`config.mk`:
```
export PLATFORM = sky130hd
export DESIGN_NAME = alu_muldiv
export DESIGN_NICKNAME = d
export VERILOG_FILES = /design/src/rtl/alu_muldiv.sv
export SDC_FILE = /design/constraint.sdc
export NUM_CORES = 1
export LEC_CHECK = 0
export BUFFER_PORTS_ARGS = -buffer_cell sky130_fd_sc_hd__buf_2
export CORE_UTILIZATION = 30
export DETAILED_ROUTE_END_ITERATION = 8
export PLACE_DENSITY_LB_ADDON = 0.05
export SYNTH_ARGS = -nofsm -noshare
export SYNTH_HDL_FRONTEND = slang
export SYNTH_SLANG_ARGS = --single-unit
```
`constraint.sdc`:
```
create_clock -name clk -period 7.6 [get_ports clk]
set_input_delay 1.52 -clock clk [delete_from_list [all_inputs] [get_ports clk]]
set_output_delay 1.52 -clock clk [all_outputs]
set_load 0.02 [all_outputs]
```
`src/rtl/alu_muldiv.sv`:
```
// alu_muldiv: RV32IM execute unit.
// Base integer ops finish at accept; M-extension multiply/divide iterate one
// bit per cycle (shift-add / restoring) and finish XLEN edges after accept.
// Results are held on a valid/ready output handshake.
module alu_muldiv #(
    parameter int XLEN = 32
) (
    input  logic            clk,
    input  logic            n_rst,
    input  logic            in_valid,
    output logic            in_ready,
    input  logic [XLEN-1:0] src_A,
    input  logic [XLEN-1:0] src_B,
    input  logic [31:0]     instruction,
    output logic            out_valid,
    input  logic            out_ready,
    output logic [XLEN-1:0] ALU_result,
    output logic [6:0]      opcode_out,
    output logic            busy
);

    localparam int SHW = $clog2(XLEN);
    localparam int CW  = $clog2(XLEN) + 1;
    localparam logic [6:0] OP_R   = 7'b0110011;
    localparam logic [6:0] OP_I   = 7'b0010011;
    localparam logic [6:0] F7_M   = 7'b0000001;
    localparam logic [6:0] F7_ALT = 7'b0100000;

    typedef enum logic [1:0] {IDLE = 2'd0, RUN = 2'd1, HOLD = 2'd2} state_t;

    // Single-cycle base ALU result (R-type, OP-IMM, anything else adds).
    function automatic logic [XLEN-1:0] base_op(
        input logic [6:0]      op,
        input logic [2:0]      f3,
        input logic [6:0]      f7,
        input logic [XLEN-1:0] a,
        input logic [XLEN-1:0] b
    );
        logic [SHW-1:0]  sh;
        logic [XLEN-1:0] r;
        sh = b[SHW-1:0];
        r  = a + b;
        if (op == OP_R || op == OP_I) begin
            case (f3)
                3'b000: begin
                    if (op == OP_R && f7[5]) r = a - b;
                    else                     r = a + b;
                end
                3'b001: begin
                    if (op == OP_R || f7 == 7'b0000000) r = a << sh;
                    else                                r = {XLEN{1'b0}};
                end
                3'b010: r = {{(XLEN-1){1'b0}}, ($signed(a) < $signed(b))};
                3'b011: r = {{(XLEN-1){1'b0}}, (a < b)};
                3'b100: r = a ^ b;
                3'b101: begin
                    // Arithmetic shift kept in its own statement so signedness survives.
                    if ((op == OP_R && f7[5]) || (op == OP_I && f7 == F7_ALT)) r = $signed(a) >>> sh;
                    else if (op == OP_R || f7 == 7'b0000000)                     r = a >> sh;
                    else                                                        r = {XLEN{1'b0}};
                end
                3'b110: r = a | b;
                3'b111: r = a & b;
                default: r = a + b;
            endcase
        end else begin
            r = a + b;
        end
        return r;
    endfunction

    state_t              state_r, state_n;
    logic [2*XLEN-1:0]   acc_r, acc_n;
    logic [XLEN-1:0]     opnd_r, opnd_n;
    logic [CW-1:0]       cnt_r, cnt_n;
    logic                neg_r, neg_n;
    logic [2:0]          f3_r, f3_n;
    logic                is_div_r, is_div_n;
    logic [XLEN-1:0]     result_r, result_n;
    logic [6:0]          opcode_r, opcode_n;

    logic [6:0]          opcode_s, funct7_s;
    logic [2:0]          funct3_s;
    logic                is_m_s, in_ready_s, accept_s;
    logic                a_signed_s, b_signed_s, a_neg_s, b_neg_s, res_neg_s;
    logic [XLEN-1:0]     mag_a_s, mag_b_s, special_s;
    logic                div_zero_s, div_ovf_s, special_case_s;
    logic [XLEN:0]       mul_sum_s, div_trial_s;
    logic [2*XLEN-1:0]   mul_step_s, div_step_s, acc_step_s, prod_fix_s;
    logic [XLEN-1:0]     div_val_s, div_fix_s, final_s;
    logic                unused_bits_s;

    assign opcode_s      = instruction[6:0];
    assign funct3_s      = instruction[14:12];
    assign funct7_s      = instruction[31:25];
    assign unused_bits_s = ^instruction[24:15] ^ ^instruction[11:7];
    assign is_m_s        = (opcode_s == OP_R) && (funct7_s == F7_M);
    assign in_ready_s    = (state_r == IDLE) || ((state_r == HOLD) && out_ready);
    assign accept_s      = in_valid && in_ready_s;

    // Operand signedness, magnitudes, result sign and divide special cases at accept.
    always_comb begin
        if (funct3_s[2]) begin
            a_signed_s = ~funct3_s[0];
            b_signed_s = ~funct3_s[0];
        end else begin
            a_signed_s = (funct3_s == 3'b001) || (funct3_s == 3'b010);
            b_signed_s = (funct3_s == 3'b001);
        end
        a_neg_s   = a_signed_s && src_A[XLEN-1];
        b_neg_s   = b_signed_s && src_B[XLEN-1];
        mag_a_s   = a_neg_s ? -src_A : src_A;
        mag_b_s   = b_neg_s ? -src_B : src_B;
        // Remainder takes the dividend's sign; everything else the product sign.
        res_neg_s = (funct3_s[2] && funct3_s[1]) ? a_neg_s : (a_neg_s ^ b_neg_s);
        div_zero_s = (src_B == {XLEN{1'b0}});
        div_ovf_s  = a_signed_s && (src_A == {1'b1, {(XLEN-1){1'b0}}}) && (src_B == {XLEN{1'b1}});
        special_case_s = funct3_s[2] && (div_zero_s || div_ovf_s);
        if (div_zero_s) special_s = funct3_s[1] ? src_A : {XLEN{1'b1}};
        else            special_s = funct3_s[1] ? {XLEN{1'b0}} : src_A;
    end

    // One shift-add or restoring-divide step, plus the final sign fix and half select.
    always_comb begin
        mul_sum_s   = {1'b0, acc_r[2*XLEN-1:XLEN]} + (acc_r[0] ? {1'b0, opnd_r} : {(XLEN+1){1'b0}});
        mul_step_s  = {mul_sum_s, acc_r[XLEN-1:1]};
        div_trial_s = acc_r[2*XLEN-1:XLEN-1] - {1'b0, opnd_r};
        if (div_trial_s[XLEN]) div_step_s = {acc_r[2*XLEN-2:0], 1'b0};
        else                   div_step_s = {div_trial_s[XLEN-1:0], acc_r[XLEN-2:0], 1'b1};
        acc_step_s = is_div_r ? div_step_s : mul_step_s;
        prod_fix_s = neg_r ? -acc_step_s : acc_step_s;
        div_val_s  = f3_r[1] ? acc_step_s[2*XLEN-1:XLEN] : acc_step_s[XLEN-1:0];
        div_fix_s  = neg_r ? -div_val_s : div_val_s;
        if (is_div_r)                final_s = div_fix_s;
        else if (f3_r[1:0] == 2'b00) final_s = prod_fix_s[XLEN-1:0];
        else                         final_s = prod_fix_s[2*XLEN-1:XLEN];
    end

    // Next-state and datapath-register selection for IDLE/RUN/HOLD.
    always_comb begin
        state_n  = state_r;
        acc_n    = acc_r;
        opnd_n   = opnd_r;
        cnt_n    = cnt_r;
        neg_n    = neg_r;
        f3_n     = f3_r;
        is_div_n = is_div_r;
        result_n = result_r;
        opcode_n = opcode_r;
        case (state_r)
            IDLE, HOLD: begin
                if (accept_s) begin
                    if (is_m_s && !special_case_s) begin
                        state_n  = RUN;
                        cnt_n    = CW'(XLEN);
                        neg_n    = res_neg_s;
                        f3_n     = funct3_s;
                        is_div_n = funct3_s[2];
                        if (funct3_s[2]) begin
                            acc_n  = {{XLEN{1'b0}}, mag_a_s};
                            opnd_n = mag_b_s;
                        end else begin
                            acc_n  = {{XLEN{1'b0}}, mag_b_s};
                            opnd_n = mag_a_s;
                        end
                    end else begin
                        state_n  = HOLD;
                        result_n = is_m_s ? special_s : base_op(opcode_s, funct3_s, funct7_s, src_A, src_B);
                        opcode_n = opcode_s;
                    end
                end else if (state_r == HOLD && out_ready) begin
                    state_n = IDLE;
                end else begin
                    state_n = state_r;
                end
            end
            RUN: begin
                acc_n = acc_step_s;
                if (cnt_r == {{(CW-1){1'b0}}, 1'b1}) begin
                    state_n  = HOLD;
                    cnt_n    = {CW{1'b0}};
                    result_n = final_s;
                    opcode_n = OP_R;
                end else begin
                    cnt_n = cnt_r - {{(CW-1){1'b0}}, 1'b1};
                end
            end
            default: state_n = IDLE;
        endcase
    end

    // State and datapath registers; reset drops any operation in flight.
    always_ff @(posedge clk or negedge n_rst) begin
        if (!n_rst) begin
            state_r  <= IDLE;
            acc_r    <= {(2*XLEN){1'b0}};
            opnd_r   <= {XLEN{1'b0}};
            cnt_r    <= {CW{1'b0}};
            neg_r    <= 1'b0;
            f3_r     <= 3'b000;
            is_div_r <= 1'b0;
            result_r <= {XLEN{1'b0}};
            opcode_r <= 7'b0000000;
        end else begin
            state_r  <= state_n;
            acc_r    <= acc_n;
            opnd_r   <= opnd_n;
            cnt_r    <= cnt_n;
            neg_r    <= neg_n;
            f3_r     <= f3_n;
            is_div_r <= is_div_n;
            result_r <= result_n;
            opcode_r <= opcode_n;
        end
    end

    assign in_ready   = in_ready_s;
    assign out_valid  = (state_r == HOLD);
    assign busy       = (state_r == RUN);
    assign ALU_result = result_r;
    assign opcode_out = opcode_r;

endmodule

```
# Word level (Yosys, flattened, before mapping)
# Index checks and enable logic that the tools add are counted.
[totals]
elab_cells = 124
in_bits = 100
ff_bits = 147
[op_classes]
reduce_logical = 30
muxes = 45
add_sub_neg = 9
magnitude_cmp = 2
n_shift = 3
n_bitwise = 5
n_eq_ne = 21
[op_table]
columns = ["operator", "count"]
rows = [
  ["32-bit 2-to-1 mux", 21],
  ["64-bit 2-to-1 mux", 5],
  ["32-bit case mux with 8 select lines", 1],
  ["64-bit case mux with 2 select lines", 1],
  ["32-bit negation", 3],
  ["32-bit equality test, second input constant", 2],
  ["32-bit < comparator", 2],
  ["64-bit negation", 1],
  ["32-bit case mux with 2 select lines", 1],
  ["32-bit by 32-bit adder with 33-bit output", 1],
  ["33-bit by 32-bit subtractor with 33-bit output", 1],
  ["32-bit adder", 1],
  ["32-bit bitwise AND", 1],
  ["32-bit logical NOT", 1],
  ["32-bit OR", 1],
  ["32-bit by 5-bit left shift with 32-bit output", 1],
  ["32-bit by 5-bit right shift with 32-bit output", 1],
  ["32-bit by 5-bit >>> shifter with 32-bit output", 1],
  ["32-bit subtractor", 1],
  ["32-bit bitwise XOR", 1],
  ["7-bit 2-to-1 mux", 3],
  ["6-bit 2-to-1 mux", 3],
  ["7-bit by 6-bit equality test with 1-bit output, second input constant", 2],
  ["7-bit case mux with 2 select lines", 1],
  ["other kinds (29)", 58],
]

# Logic depth before layout (Yosys ltp)
[depth]
ltp_word = 12
ltp_mapped = 25
mapped_depth_nobuf = 23

# Worst setup path before layout
# Ideal clock, no wire load.
[synth_timing]
path_kind = "input to register"
startpoint = "input port src_B[0]"
endpoint = "register result_r[23], in the netlist ALU_result[23]"
cell_stages = 18
path_buffers = 4
setup_slack_ns = 1.612
arrival_time_ns = 5.878
path_cell_list = "clkbuf_1 buf_1 clkbuf_1 clkbuf_1 inv_1 ha_1 nand4_1 nor3_1 nand3_1 nor4_1 o21ai_0 nand2_1 and2_1 nand2_1 nand2_1 o311a_1 o311ai_0 o41ai_1"
[synth_via]
elab_chain_len = 9
word_cells_on_any_way = 25
classes_between = "add/sub: 2; eq/ne: 2; shift: 3; mux: 11; reduce/logical: 7"
[synth_rtl]
columns = ["element", "line", "rtl"]
rows = [
  ["from (decl)", "13", "input logic [XLEN-1:0] src_B,"],
  ["branches (longest 9 deep; another with 32-bit adder)", "--", ""],
  ["to (signal assigned)", "202", "result_r <= {XLEN{1'b0}};"],
  ["to (signal assigned)", "212", "result_r <= result_n;"],
  ["to (decl)", "79", "logic [XLEN-1:0] result_r, result_n;"],
]
# Parallel ways; which one is timed is not known. The select of a mux whose other input is x is not followed.
# A chain may end at the register's enable or synchronous reset.

# Worst setup path after layout
[layout_timing]
startpoint = "register acc_r[31]"
endpoint = "register result_r[14], in the netlist ALU_result[14]"
[layout_via]
elab_chain_len = 9
word_cells_on_any_way = 12
classes_between = "add/sub: 3; mux: 9"
[layout_rtl]
columns = ["element", "line", "rtl"]
rows = [
  ["from (decl)", "73", "logic [2*XLEN-1:0] acc_r, acc_n;"],
  ["from (signal assigned)", "196", "acc_r <= {(2*XLEN){1'b0}};"],
  ["from (signal assigned)", "206", "acc_r <= acc_n;"],
  ["33-bit by 32-bit subtractor with 33-bit output", "127", "div_trial_s = acc_r[2*XLEN-1:XLEN-1] - {1'b0, opnd_r};"],
  ["64-bit 2-to-1 mux", "128", "if (div_trial_s[XLEN]) div_step_s = {acc_r[2*XLEN-2:0], 1'b0};"],
  ["64-bit 2-to-1 mux (*)", "130", "acc_step_s = is_div_r ? div_step_s : mul_step_s;"],
  ["64-bit negation or 32-bit 2-to-1 mux (tied branches)", "131, 132", ""],
  ["64-bit 2-to-1 mux or 32-bit negation (tied branches)", "131, 133", ""],
  ["32-bit 2-to-1 mux (on tied branches)", "135, 133", ""],
  ["32-bit 2-to-1 mux (*)", "134", "if (is_div_r) final_s = div_fix_s;"],
  ["32-bit 2-to-1 mux (*)", "179", "if (cnt_r == {{(CW-1){1'b0}}, 1'b1}) begin"],
  ["32-bit case mux with 2 select lines (*)", "150", "case (state_r)"],
]
# Mark *: on every way between the ends. The rest lies on a longest branch, timed or not. The select of a mux whose other input is x is not followed.

==> metrics <==
area grow syn2layout=9.07%; ranking of synthesized cells by area=dfrtp_1 (14%), ha_1 (8.0%), o21ai_0 (6.5%); global route total overflow=0; clk_lat worst skew=0.48 ns; Avg Synthesized Cell Area=7.06 um2; top cell type's share of synthesized area=0.140; met3 WL=7.19 mm; synth warn=0; Hold Buf Count CTS=0; FMAX=147 MHz; post-route insts no fill=4836; Period minus WS final=6.80 ns; area of the mapped netlist=26300 um2; WP data required=7.96 ns; drt wl/cell=29.4 um; final clock skew=0.0140 ns; Clock Sinks=147; first-pass GRT wire length=205 mm; HPWL Detailed=112 mm; Synth cell types=90; Worst setup EP type=flop; largest family of logic cells by synthesized area=compound AO/OA/AOI/OAI gates; Slew @ Worst Pin=1.16 ns; fin crit share=0.894; Top Layer Used=met4; layout cells sized above 1=0.107; power per cell area=109 nW/um2; post-synthesis simple-gate area fraction=0.215; TritonCTS clock tree=done; clk buf depth=2; critical path class=flop to flop; post-synthesis adder-cell area fraction=0.0914; die area=88800 um2; worst-path maximum fanout=6; vias=29200; Final Wtd Congestion=0.989; Hold WC Path Type=flop to flop; sequential element share of the synthesized area=0.140; FFs w/ async S/R, synth=1.00; IO buf count=126; number of global-route vias before repair=28100; # IOs=142; Mapped Cells=3720; routed wl met2=67.4 mm; Main synth FF type=dfrtp_1; Inserted Clock Buffers=17; VDD IR max=0.181 mV; DR pass1 iterations=9; EDFF count, synth=0; RSZ-0062 raised after global routing=false; residual DRC count=0; final core occ=0.330; Nets=3938; clock transition at the registers of the reported paths=0.08 ns; Post-Route WL=142 mm; commonest non-fill, non-tap cell in the layout=nor2_1; core area=86800 um2; WL met1=60.1 mm; CP arrival=7.15 ns; Total GRT Usage=0.313; mux contribution to synthesized area=0.112; CP Launch Type=flop; vias per cell=6.03; most frequent cells in the layout=nor2_1 (378), nand2_1 (362), o21ai_0 (339); CTS H-tree lvls=4; Yosys top cell by area=dfrtp_1; Starting Density=0.303; Max Cap Viol=0; largest net degree at the start of global routing=97; 1st-iter DRT viols=2741; post-placement cell count=4802; sum of negative setup slack=0 ns; Synth Area in Compound Gates=0.311; status=finished, final reports clean; initial antenna violation count=5; P_leak=11.2 nW; endpoints failing setup=0; Synth Net Count=3992; Slew Limit Headroom=0.209; post-synthesis xor/xnor area fraction=0.0620; Final ANT Viol Nets=0; Die W=298 um; synthesized flop and latch total=147; root buffer selected by CTS=clkbuf_16; Final Hold Viols=0; Die Span Y=298 um; Pins Over Slew Limit=0; Post-CTS Resized=0; row cnt=108; post-CTS setup buffer count=0
-- report_power, final --
group / switching, mW / internal (mW) / leakage, nW
Clock: 0.449 / 0.544 / 0.314
Combinational: 0.855 / 0.400 / 9.26
Sequential: 0.0562 / 0.826 / 1.63
Total: 1.36 / 1.77 / 11.2
-- worst max-delay path, cell delays in order, from the launching register on --
cell and delay, ns:
dfrtp_1 0.42, inv_1 0.18, ha_1 0.31, inv_1 0.08, fa_1 0.45, a211oi_2 0.32, o211ai_2 0.25, and3b_4 0.27
o31a_1 0.31, o221a_2 0.28, nand2_1 0.18, and2_1 0.22, ha_1 0.21, o21ai_0 0.09, buf_4 0.16, nor3_1 0.24
nand2_1 0.21, nor3_1 0.45, o2111ai_1 0.30, nor4_1 0.30, buf_4 0.22, nand3b_1 0.09, mux2_2 0.27, o21ai_0 0.15
o21ai_0 0.40, o221ai_1 0.31
-- cell families (layout without fill, tap and decap cells) --
| kind of cell | count (synthesis) | count (layout) |
|---|---|---|
| DFF | 147 | 147 |
| muxes | 219 | 219 |
| buffers and inverters | 479 | 438 |
| xor gates and xnor gates | 186 | 186 |
| other | 0 | 2 |
| AOI/OAI and AO/OA | 1268 | 1268 |
| adders and majority gates | 194 | 194 |
| and+or+nand+nor | 1227 | 1227 |
-- per-stage QoR --
step | worst slack [ns] | hold slack (ns) | total power, mW | instance area, um2
after global routing | 0.390 | 0.509 | 3.25 | 28700
final | 0.805 | 0.478 | 3.13 | 28700
after CTS | 0.876 | 0.487 | 3.14 | 28700
after global placement | 0.986 | 0.461 | 2.14 | 28000
after detailed placement | 0.955 | 0.471 | 2.13 | 28000
after floorplan | 1.61 | 0.454 | 1.60 | 26300
-- routing by layer --
metal | track usage | up-vias
met5 | 0 | -
met4 | 0.151 | 0
met3 | 0.0307 | 236
met2 | 0.526 | 1061
met1 | 0.400 | 14200
li1 | - | 13600
-- final timing paths --
check,start,end,slack (ns),depth (start not counted)
max,acc_r[31],ALU_result[14],0.80,25
min reg2reg,ALU_result[3],ALU_result[3],0.48,2
max in group asynchronous,n_rst,acc_r[55],5.37,2
min in group asynchronous,n_rst,acc_r[47],1.06,1
min,ALU_result[3],ALU_result[3],0.48,2
max reg2reg,acc_r[31],ALU_result[14],0.80,25
-- cell type report --
| type | instances | area [um2] |
|---|---|---|
| Antenna cell | 2 | 5.00 |
| Clock buffer | 18 | 439 |
| Clock inverter | 14 | 200 |
| Fill cell | 9618 | 58100 |
| Inverter | 194 | 728 |
| Multi-Input combinational cell | 3094 | 20900 |
| Sequential cell | 147 | 3680 |
| Tap cell | 1155 | 1450 |
| Timing Repair Buffer | 212 | 1300 |
-- state kept, by name, indices dropped and copies added (netlist names) --
signal and flops:
neg_r 1, state_r 2, is_div_r 1, opcode_out 7, ALU_result 32, acc_r 64, cnt_r 6, opnd_r 32
f3_r 2
-- Yosys cell counts, types with 24 or more instances --
master / count
and2_1: 53
o22ai_1: 28
clkbuf_1: 232
mux2_2: 38
o221ai_1: 30
o211ai_1: 71
mux4_2: 55
nor4_1: 35
mux2i_1: 125
xnor2_1: 146
o31ai_1: 46
ha_1: 168
a31oi_1: 47
inv_1: 191
o21ai_0: 339
dfrtp_1: 147
a22oi_1: 35
a21o_1: 45
and3_1: 24
nand2_1: 362
nand3_1: 115
buf_1: 45
nor3_1: 101
xor2_1: 40
o21a_1: 28
nand4_1: 33
a211oi_1: 60
a21oi_1: 318
nor2_1: 382
Note: power is estimated with default switching activity, not from simulation.
